File: src/rtl/btn_pkg.sv
// btn_pkg: shared types and helpers for the push-button conditioning slice.
//   btn_state_t : press-tracking FSM encoding (IDLE, PRESSED, HELD)
//   cnt_width() : counter width for a terminal count n, never below 1 bit
package btn_pkg;

  typedef enum logic [1:0] {
    IDLE    = 2'b00,
    PRESSED = 2'b01,
    HELD    = 2'b10
  } btn_state_t;

  // Width of a counter that must hold values 0..n-1; a 1-cycle count still needs a bit.
  function automatic int cnt_width(input int n);
    if ($clog2(n) < 32'sd1) begin
      return 32'sd1;
    end else begin
      return $clog2(n);
    end
  endfunction

endpackage

File: src/rtl/sync_2ff.sv
// sync_2ff: two-flop synchroniser for a single asynchronous board input.
// Both flops load RST_VAL on reset so the downstream logic sees the
// chosen idle level until real samples have propagated through.
// Ports:
//   clk  - destination clock
//   rst  - synchronous reset, active-low
//   d    - asynchronous input
//   q    - synchronised output (second flop)
module sync_2ff #(
  parameter logic RST_VAL = 1'b0
) (
  input  logic clk,
  input  logic rst,
  input  logic d,
  output logic q
);

  logic s1_q, s1_d;
  logic s2_q, s2_d;

  // Next-state of the synchroniser chain.
  always_comb begin
    s1_d = d;
    s2_d = s1_q;
  end

  // Synchroniser flops with synchronous active-low reset.
  always_ff @(posedge clk) begin
    if (!rst) begin
      s1_q <= RST_VAL;
      s2_q <= RST_VAL;
    end else begin
      s1_q <= s1_d;
      s2_q <= s2_d;
    end
  end

  assign q = s2_q;

endmodule

File: src/rtl/btn_debounce.sv
// btn_debounce: synchronises and debounces a raw push-button, then derives
// one-cycle press/release/long-press pulses and a toggled `run` level that
// feeds the blinker's active-low reset/enable.
// Optional feature macro: BTN_DEBOUNCE_LONG_PRESS_EN
//   defined   : HELD state and hold counter present; a long press clears run
//               and its release leaves run alone.
//   undefined : no long-press detection; every release toggles run.
// Ports:
//   clk              - system clock
//   rst              - synchronous reset, active-low
//   btn_in           - raw asynchronous button pin
//   btn_level        - debounced pressed level (1 = pressed)
//   press_pulse      - one cycle when btn_level rises
//   release_pulse    - one cycle when btn_level falls
//   long_press_pulse - one cycle when a long press is detected
//   run              - toggled run level
module btn_debounce
  import btn_pkg::*;
#(
  parameter int DEBOUNCE_CYCLES   = 1_000_000,
  parameter int LONG_PRESS_CYCLES = 100_000_000,
  parameter bit ACTIVE_LOW        = 1'b1
) (
  input  logic clk,
  input  logic rst,
  input  logic btn_in,
  output logic btn_level,
  output logic press_pulse,
  output logic release_pulse,
  output logic long_press_pulse,
  output logic run
);

  localparam int DW = cnt_width(DEBOUNCE_CYCLES);
  localparam logic [DW-1:0] DB_LAST = DW'(DEBOUNCE_CYCLES - 1);

  logic sync_s, pressed_s, rise_s, fall_s;
  logic [DW-1:0] db_cnt_q, db_cnt_d;
  logic level_q, level_d;
  logic press_q, press_d;
  logic release_q, release_d;
  logic run_q, run_d;
  btn_state_t state_q, state_d;

`ifdef BTN_DEBOUNCE_LONG_PRESS_EN
  localparam int HW = cnt_width(LONG_PRESS_CYCLES);
  localparam logic [HW-1:0] HOLD_LAST = HW'(LONG_PRESS_CYCLES - 1);
  logic [HW-1:0] hold_q, hold_d;
  logic long_q, long_d;
`endif

  sync_2ff #(
    .RST_VAL(ACTIVE_LOW ? 1'b1 : 1'b0)
  ) u_sync (
    .clk(clk),
    .rst(rst),
    .d  (btn_in),
    .q  (sync_s)
  );

  // Polarity correction so that 1 always means pressed.
  always_comb begin
    if (ACTIVE_LOW) begin
      pressed_s = ~sync_s;
    end else begin
      pressed_s = sync_s;
    end
  end

  // Debounce counter: only a disagreement held for DEBOUNCE_CYCLES moves the level.
  always_comb begin
    db_cnt_d = db_cnt_q;
    level_d  = level_q;
    if (pressed_s == level_q) begin
      db_cnt_d = {DW{1'b0}};
    end else if (db_cnt_q == DB_LAST) begin
      level_d  = pressed_s;
      db_cnt_d = {DW{1'b0}};
    end else begin
      db_cnt_d = db_cnt_q + DW'(1);
    end
  end

  // Edges are taken from the next level so pulses line up with the new level.
  assign rise_s = level_d & ~level_q;
  assign fall_s = ~level_d & level_q;

  // Press-tracking FSM next-state and pulse/run outputs.
  always_comb begin
    state_d   = state_q;
    run_d     = run_q;
    press_d   = rise_s;
    release_d = fall_s;
`ifdef BTN_DEBOUNCE_LONG_PRESS_EN
    hold_d    = hold_q;
    long_d    = 1'b0;
`endif
    case (state_q)
      IDLE: begin
        if (rise_s) begin
          state_d = PRESSED;
`ifdef BTN_DEBOUNCE_LONG_PRESS_EN
          hold_d  = {HW{1'b0}};
`endif
        end else begin
          state_d = IDLE;
        end
      end
      PRESSED: begin
        // A release that coincides with the long-press threshold counts as a short press.
        if (fall_s) begin
          state_d = IDLE;
          run_d   = ~run_q;
`ifdef BTN_DEBOUNCE_LONG_PRESS_EN
        end else if (hold_q == HOLD_LAST) begin
          state_d = HELD;
          long_d  = 1'b1;
          run_d   = 1'b0;
        end else begin
          hold_d  = hold_q + HW'(1);
`else
        end else begin
`endif
          state_d = PRESSED;
        end
      end
`ifdef BTN_DEBOUNCE_LONG_PRESS_EN
      HELD: begin
        // Hold counter is left saturated here; only IDLE->PRESSED reloads it.
        if (fall_s) begin
          state_d = IDLE;
        end else begin
          state_d = HELD;
        end
      end
`endif
      default: begin
        state_d = IDLE;
      end
    endcase
  end

  // State, counters and registered outputs; synchronous active-low reset.
  always_ff @(posedge clk) begin
    if (!rst) begin
      db_cnt_q  <= {DW{1'b0}};
      level_q   <= 1'b0;
      press_q   <= 1'b0;
      release_q <= 1'b0;
      run_q     <= 1'b0;
      state_q   <= IDLE;
`ifdef BTN_DEBOUNCE_LONG_PRESS_EN
      hold_q    <= {HW{1'b0}};
      long_q    <= 1'b0;
`endif
    end else begin
      db_cnt_q  <= db_cnt_d;
      level_q   <= level_d;
      press_q   <= press_d;
      release_q <= release_d;
      run_q     <= run_d;
      state_q   <= state_d;
`ifdef BTN_DEBOUNCE_LONG_PRESS_EN
      hold_q    <= hold_d;
      long_q    <= long_d;
`endif
    end
  end

  assign btn_level     = level_q;
  assign press_pulse   = press_q;
  assign release_pulse = release_q;
  assign run           = run_q;
`ifdef BTN_DEBOUNCE_LONG_PRESS_EN
  assign long_press_pulse = long_q;
`else
  assign long_press_pulse = 1'b0;
`endif

endmodule

File: config.mk
export PLATFORM = sky130hd
export DESIGN_NAME = btn_debounce
export DESIGN_NICKNAME = d
export VERILOG_FILES = /design/src/rtl/btn_pkg.sv /design/src/rtl/sync_2ff.sv /design/src/rtl/btn_debounce.sv
export SDC_FILE = /design/constraint.sdc
export NUM_CORES = 1
export LEC_CHECK = 0
export ABC_CLOCK_PERIOD_IN_PS = 6300
export CORE_ASPECT_RATIO = 0.9
export CORE_MARGIN = 3
export CORE_UTILIZATION = 40
export DETAILED_ROUTE_END_ITERATION = 7
export PLACE_DENSITY = 0.6
export SLEW_MARGIN = 20
export SYNTH_ARGS = -nofsm -noshare
export SYNTH_HDL_FRONTEND = slang
export SYNTH_SLANG_ARGS = --single-unit
File: constraint.sdc
create_clock -name clk -period 6.3 [get_ports clk]
set_clock_uncertainty 0.2 [all_clocks]
set_input_delay 1.575 -clock clk [delete_from_list [all_inputs] [get_ports clk]]
set_output_delay 1.575 -clock clk [all_outputs]
set_load 0.05 [all_outputs]
==> results of run 1 <==
cell usage in the layout (no fill, tap or decap), drive strengths merged, types with 3 or more instances in the layout:
cell type      Yosys  routed
o31ai              6       6
a21oi              7       7
xor2               5       5
or4                6       6
nand3             10      10
nor3               3       3
nand2              9       9
nor4               4       4
nand4              3       3
xnor2              6       6
clkdlybuf4s50      0       6
clkbuf             2       4
and3               4       4
inv                5       5
dfxtp             27      27
nor2              14      14
or3                4       4
layout make-up:
type | instances | area, um2
flip-flops and latches | 27 | 541
inverters | 5 | 18.8
well taps | 40 | 50.0
repair buffers | 7 | 67.6
clock buffers | 4 | 26.3
multi-input cells | 99 | 609
fillers | 297 | 1480
path summary, 6_finish.rpt:
| kind | endpoint | slack, ns |
|---|---|---|
| setup / recovery | btn_level | 2.98 |
| hold reg to reg | u_sync.q | 0.23 |
| hold / removal | u_sync.q | 0.23 |
| setup reg to reg | btn_level | 4.04 |
synth_stat cells:
library cell	instances
nand2b_1	2
o21ai_0	2
a21boi_0	1
inv_1	5
clkbuf_2	1
nand4_1	3
nand3_2	1
nand4b_1	1
nand2_1	9
buf_2	2
nand3b_1	1
xnor2_1	6
and3_2	1
nor4_1	4
or3_2	2
o31ai_1	6
ha_1	1
and4_1	1
nand3_1	9
o211ai_1	2
clkbuf_1	1
or3_1	2
a21oi_1	7
dfxtp_1	27
a21o_1	1
buf_4	1
a21boi_1	1
nor3_1	3
and3_1	3
and2_1	1
o221ai_1	1
xor2_1	5
nor4b_1	2
conb_1	1
nor2_1	14
or4_1	6
layer usage:
layer / vias to the layer above / GRT usage / share of wire
met1: 452 / 0.190 / 0.54
met5: - / 0 / 0
met4: 0 / 0.00923 / 0
met3: 0 / 0.0407 / 0.042
met2: 11 / 0.182 / 0.41
li1: 504 / - / -
state kept, by name, summed over array words and instances, names as in the netlist:
name,flops
db_cnt_q,20
release_pulse,1
btn_level,1
press_pulse,1
run,1
u_sync.q,1
u_sync.s1_q,1
state_q,1
per-stage QoR:
stage / hold slack, ns / worst slack, ns / cell area [um2] / cells / utilization
floorplan: 0.186 / 3.80 / 1190 / 136 / -
global placement: 0.204 / 3.34 / 1290 / 178 / 0.461
detailed placement: 0.205 / 3.29 / 1290 / 178 / 0.461
CTS: 0.238 / 2.95 / 1310 / 182 / 0.470
global route: 0.257 / 2.92 / 1310 / 182 / 0.470
finish: 0.231 / 2.98 / 1310 / 182 / 0.470
cell families (layout without fill, tap and decap cells):
family / after synthesis / count (layout) / synth area share
compound gates: 21 / 21 / 0.114
xor+xnor: 11 / 11 / 0.0806
fa+ha+maj: 1 / 1 / 0.0105
buf+inv: 10 / 16 / 0.0377
flops: 27 / 27 / 0.452
other cells: 1 / 1 / 0.00314
simple gates: 65 / 65 / 0.302
where the power goes:
| part | switching, W | total [W] | internal (W) |
|---|---|---|---|
| Sequential | 0.000000522 | 0.000172 | 0.000172 |
| Clock | 0.0000498 | 0.0000747 | 0.0000248 |
| Combinational | 0.00000355 | 0.00000567 | 0.00000212 |
==> flow_summary.yaml, run 1 <==
run_status:
  status: "finished, final reports clean"
min_path:
  min-delay-start: "u_sync.s1_q"
  whs_path_depth: 1
  hold_class: "flip-flop to flip-flop"
synth:
  synth_seq_area_share: 0.452
  synth_top_area_cell: "dfxtp_1"
  synth_top_area_share: 0.452
  ys_ff_latch: 27
  synth_fp_nets: 140
  synth_warnings: 0
  synth_area_leaders: "dfxtp_1 (45%), nor2_1 (4.4%), xnor2_1 (4.4%), nand3_1 (3.8%), o31ai_1 (3.8%)"
  syn_area_per_cell_um2: 8.79
  synth_area_um2: 1190
  syn_inst: 136
  yosysUniqueCellTypes: 36
worst_setup_path:
  r2r_cells: 5
  critPathLaunchType: "flip-flop"
  r2r_start: "db_cnt_q[0]"
  crit_family: "buffers and inverters"
  slowest_delay_ns: 0.82
  slowest_stage: "clkdlybuf4s50_1"
  arrival_ns: 1.55
  startpoint: "btn_level"
  worstPathCellList: "clkdlybuf4s50_1"
  cp.required_ns: 4.53
  worst-path-stages: 1
  cp_num_buf_inv: 1
  path_max_fanout: 5
  critPathKind: "flip-flop to primary output"
  endpoint_kind: "primary output"
clock_network:
  cts_made_buffers: 3
  cts-root-buf: "clkbuf_4"
  cts_tree: "yes"
  clock_latency_ns: 0.33
  hold_buffers: 0
  post_cts_buffers: 0
  post_cts_resized: 0
  clock-sinks: 27
  clk_pin_slew_ns: 0.13
  cts-htree-levels: 1
  cts_buffer_depth: 2
finish:
  layout-drive-gt1-share: 0.0563
  diodes: 0
  final_nets: 147
  area_growth_pct: 9.84
floorplanning:
  dieArea_um2: 3680
  die_w_um: 63.6
  start_util: 0.428
  row_count: 18
  core-area_um2: 2790
  die_height_um: 57.9
  ios: 8
power_and_ir_drop:
  power_density_nw_per_um2: 192
  peakVddDrop_v: 0.000163
  power_leakage_nw: 0.381
  p_total_w: 0.000252
job:
  cap_violations: 0
drt:
  ant_nets: 0
  routed_via_density: 5.31
  drt_iter0_drc: 35
  drtPass1Iterations: 4
  vias: 967
  wirelength_um: 2230
  drc_errors: 0
  wl_per_cell_um: 12.2
global_routing:
  grt_pass1_wl_um: 3770
  grt.total_usage: 0.126
  grt_antenna_before_repair: 0
  gr-total-overflow: 0
  grt_max_degree: 21
  grt_pass1_vias: 826
sta:
  final_hold_viol_count: 0
  finalSetupViolations: 0
  post-route-period-util: 0.528
  final.min_clock_period_ns: 3.32
  slew_violations: 0
  rsz0062_at_grt: "no"
  fmax_mhz: 301
  setup_tns_ns: 0
placement:
  io_buffers: 6
  place_hpwl_um: 1580
  finalWeightedCongestion: 0.710
Note: power is estimated with default switching activity, not from simulation.
==> inputs of run 2 (changes only) <==
--- a/config.mk
+++ b/config.mk
@@ -5,7 +5,7 @@
 export SDC_FILE = /design/constraint.sdc
 export NUM_CORES = 1
 export LEC_CHECK = 0
-export ABC_CLOCK_PERIOD_IN_PS = 6300
+export ABC_CLOCK_PERIOD_IN_PS = 3400
 export CORE_ASPECT_RATIO = 0.9
 export CORE_MARGIN = 3
 export CORE_UTILIZATION = 40
==> constraint.sdc (replaced) <==
create_clock -name clk -period 3.4 [get_ports clk]
set_clock_uncertainty 0.2 [all_clocks]
set_input_delay 0.85 -clock clk [delete_from_list [all_inputs] [get_ports clk]]
set_output_delay 0.85 -clock clk [all_outputs]
set_load 0.05 [all_outputs]
==> flow_summary.yaml, run 2 (same netlist as run 1, synthesis figures left out) <==
job:
  cap_violations: 0
power_and_ir_drop:
  combinationalPowerShare: 0.022
  peakVddDrop_v: 0.000251
  p_total_w: 0.000467
  p_switching_w: 0.0000996
  power_leakage_nw: 0.381
  pwr-share-seq: 0.682
  power_density_nw_per_um2: 356
  p_sw_frac: 0.213
  clockPowerShare: 0.295
  intPower_w: 0.000368
worst_setup_path:
  path_max_fanout: 5
  slowest_stage: "clkdlybuf4s50_1"
  critPathLaunchType: "flip-flop"
  critPathKind: "flip-flop to primary output"
  regToRegSetupSlack_ns: 1.14
  cp_num_buf_inv: 1
  worstPathCellList: "clkdlybuf4s50_1"
  crit_family: "buffers and inverters"
  cp.required_ns: 2.35
  endpoint_kind: "primary output"
  arrival_ns: 1.54
  slowest_delay_ns: 0.82
floorplanning:
  start_util: 0.428
  die_height_um: 57.9
  die_w_um: 63.6
  row_count: 18
  core-area_um2: 2790
  dieArea_um2: 3680
  ios: 8
drt:
  wl_per_cell_um: 12.1
  drc_errors: 0
  ant_nets: 0
  wirelength_um: 2210
  routed_via_density: 5.32
  vias: 968
  drt_iter0_drc: 57
  drtPass1Iterations: 4
finish:
  largest_register_ffs: 20
  largest_register: "db_cnt_q"
  area_growth_pct: 9.84
  layout_common_cells: "dfxtp_1 (27), nor2_1 (14), nand2_1 (9), nand3_1 (9), a21oi_1 (7)"
  layout-drive-gt1-share: 0.0563
  diodes: 0
  final_nets: 147
  fill_cells: 305
  final_common_cell: "dfxtp_1"
global_routing:
  grt_pass1_wl_um: 3940
  grt_antenna_before_repair: 0
  grt_pass1_vias: 870
  gr-total-overflow: 0
  grt_max_degree: 21
  grt.total_usage: 0.132
sta:
  final.min_clock_period_ns: 2.59
  slew_violations: 0
  hold_slack_ns: 0.232
  max_slew_margin: 0.668
  fmax_mhz: 386
  post-route-period-util: 0.762
  rsz0062_at_grt: "no"
  final_hold_viol_count: 0
  finalSetupViolations: 0
  setup_tns_ns: 0
  tightest_slew_ns: 0.496
placement:
  place_hpwl_um: 1570
  io_buffers: 6
  finalWeightedCongestion: 0.710
clock_network:
  clock-sinks: 27
  clk_pin_slew_ns: 0.13
  hold_buffers: 0
  cts-htree-levels: 1
  clock_latency_ns: 0.33
  cts_tree: "yes"
  cts-root-buf: "clkbuf_4"
  cts_made_buffers: 3
  post_cts_resized: 0
  post_cts_buffers: 0
  cts_buffer_depth: 2
min_path:
  hold_class: "flip-flop to flip-flop"
run_status:
  status: "finished, final reports clean"
[run 2: cell counts in the layout (fill, tap and decap cells not counted)]
No cell type changed its count.
[run 2: layer usage]
metal / GRT usage / vias to the layer above / part of all wire
li1: - / 505 / -
met1: 0.191 / 446 / 0.53
met2: 0.199 / 15 / 0.43
met3: 0.0407 / 2 / 0.041
met4: 0.0185 / 0 / 0.0036
met5: 0 / - / 0
[run 2: area by class of cell]
class	instances	area [um2]	share of cell area
inverter	5	18.8	0.0143
clock buffer	4	26.3	0.0200
sequential	27	541	0.412
multi-input combinational	99	609	0.464
tap	40	50.0	0.0381
timing repair buffer	7	67.6	0.0515
[run 2: through the flow]
step / instance area (um2) / worst slack (ns) / std cells / utilization
after floorplan: 1190 / 1.35 / 136 / -
after global placement: 1290 / 1.16 / 178 / 0.461
after detailed placement: 1290 / 1.12 / 178 / 0.461
after CTS: 1310 / 0.786 / 182 / 0.470
after global routing: 1310 / 0.737 / 182 / 0.470
final: 1310 / 0.808 / 182 / 0.470
[run 2: power groups by stage]
| stage | Combinational, W | Clock, W | Sequential, W |
|---|---|---|---|
| after floorplan | 0.00000839 | 0 | 0.000326 |
| after global placement | 0.0000104 | 0 | 0.000326 |
| after detailed placement | 0.0000105 | 0 | 0.000326 |
| after CTS | 0.0000105 | 0.000145 | 0.000319 |
| after global routing | 0.0000118 | 0.000156 | 0.000319 |
| final | 0.0000105 | 0.000138 | 0.000319 |
[run 2: final timing paths]
kind,startpoint,end,cells after the start
worst max register to register,db_cnt_q[0],run,5
worst min-delay path,u_sync.s1_q,u_sync.q,1
worst max-delay path,btn_level,btn_level,1
worst min register to register,u_sync.s1_q,u_sync.q,1
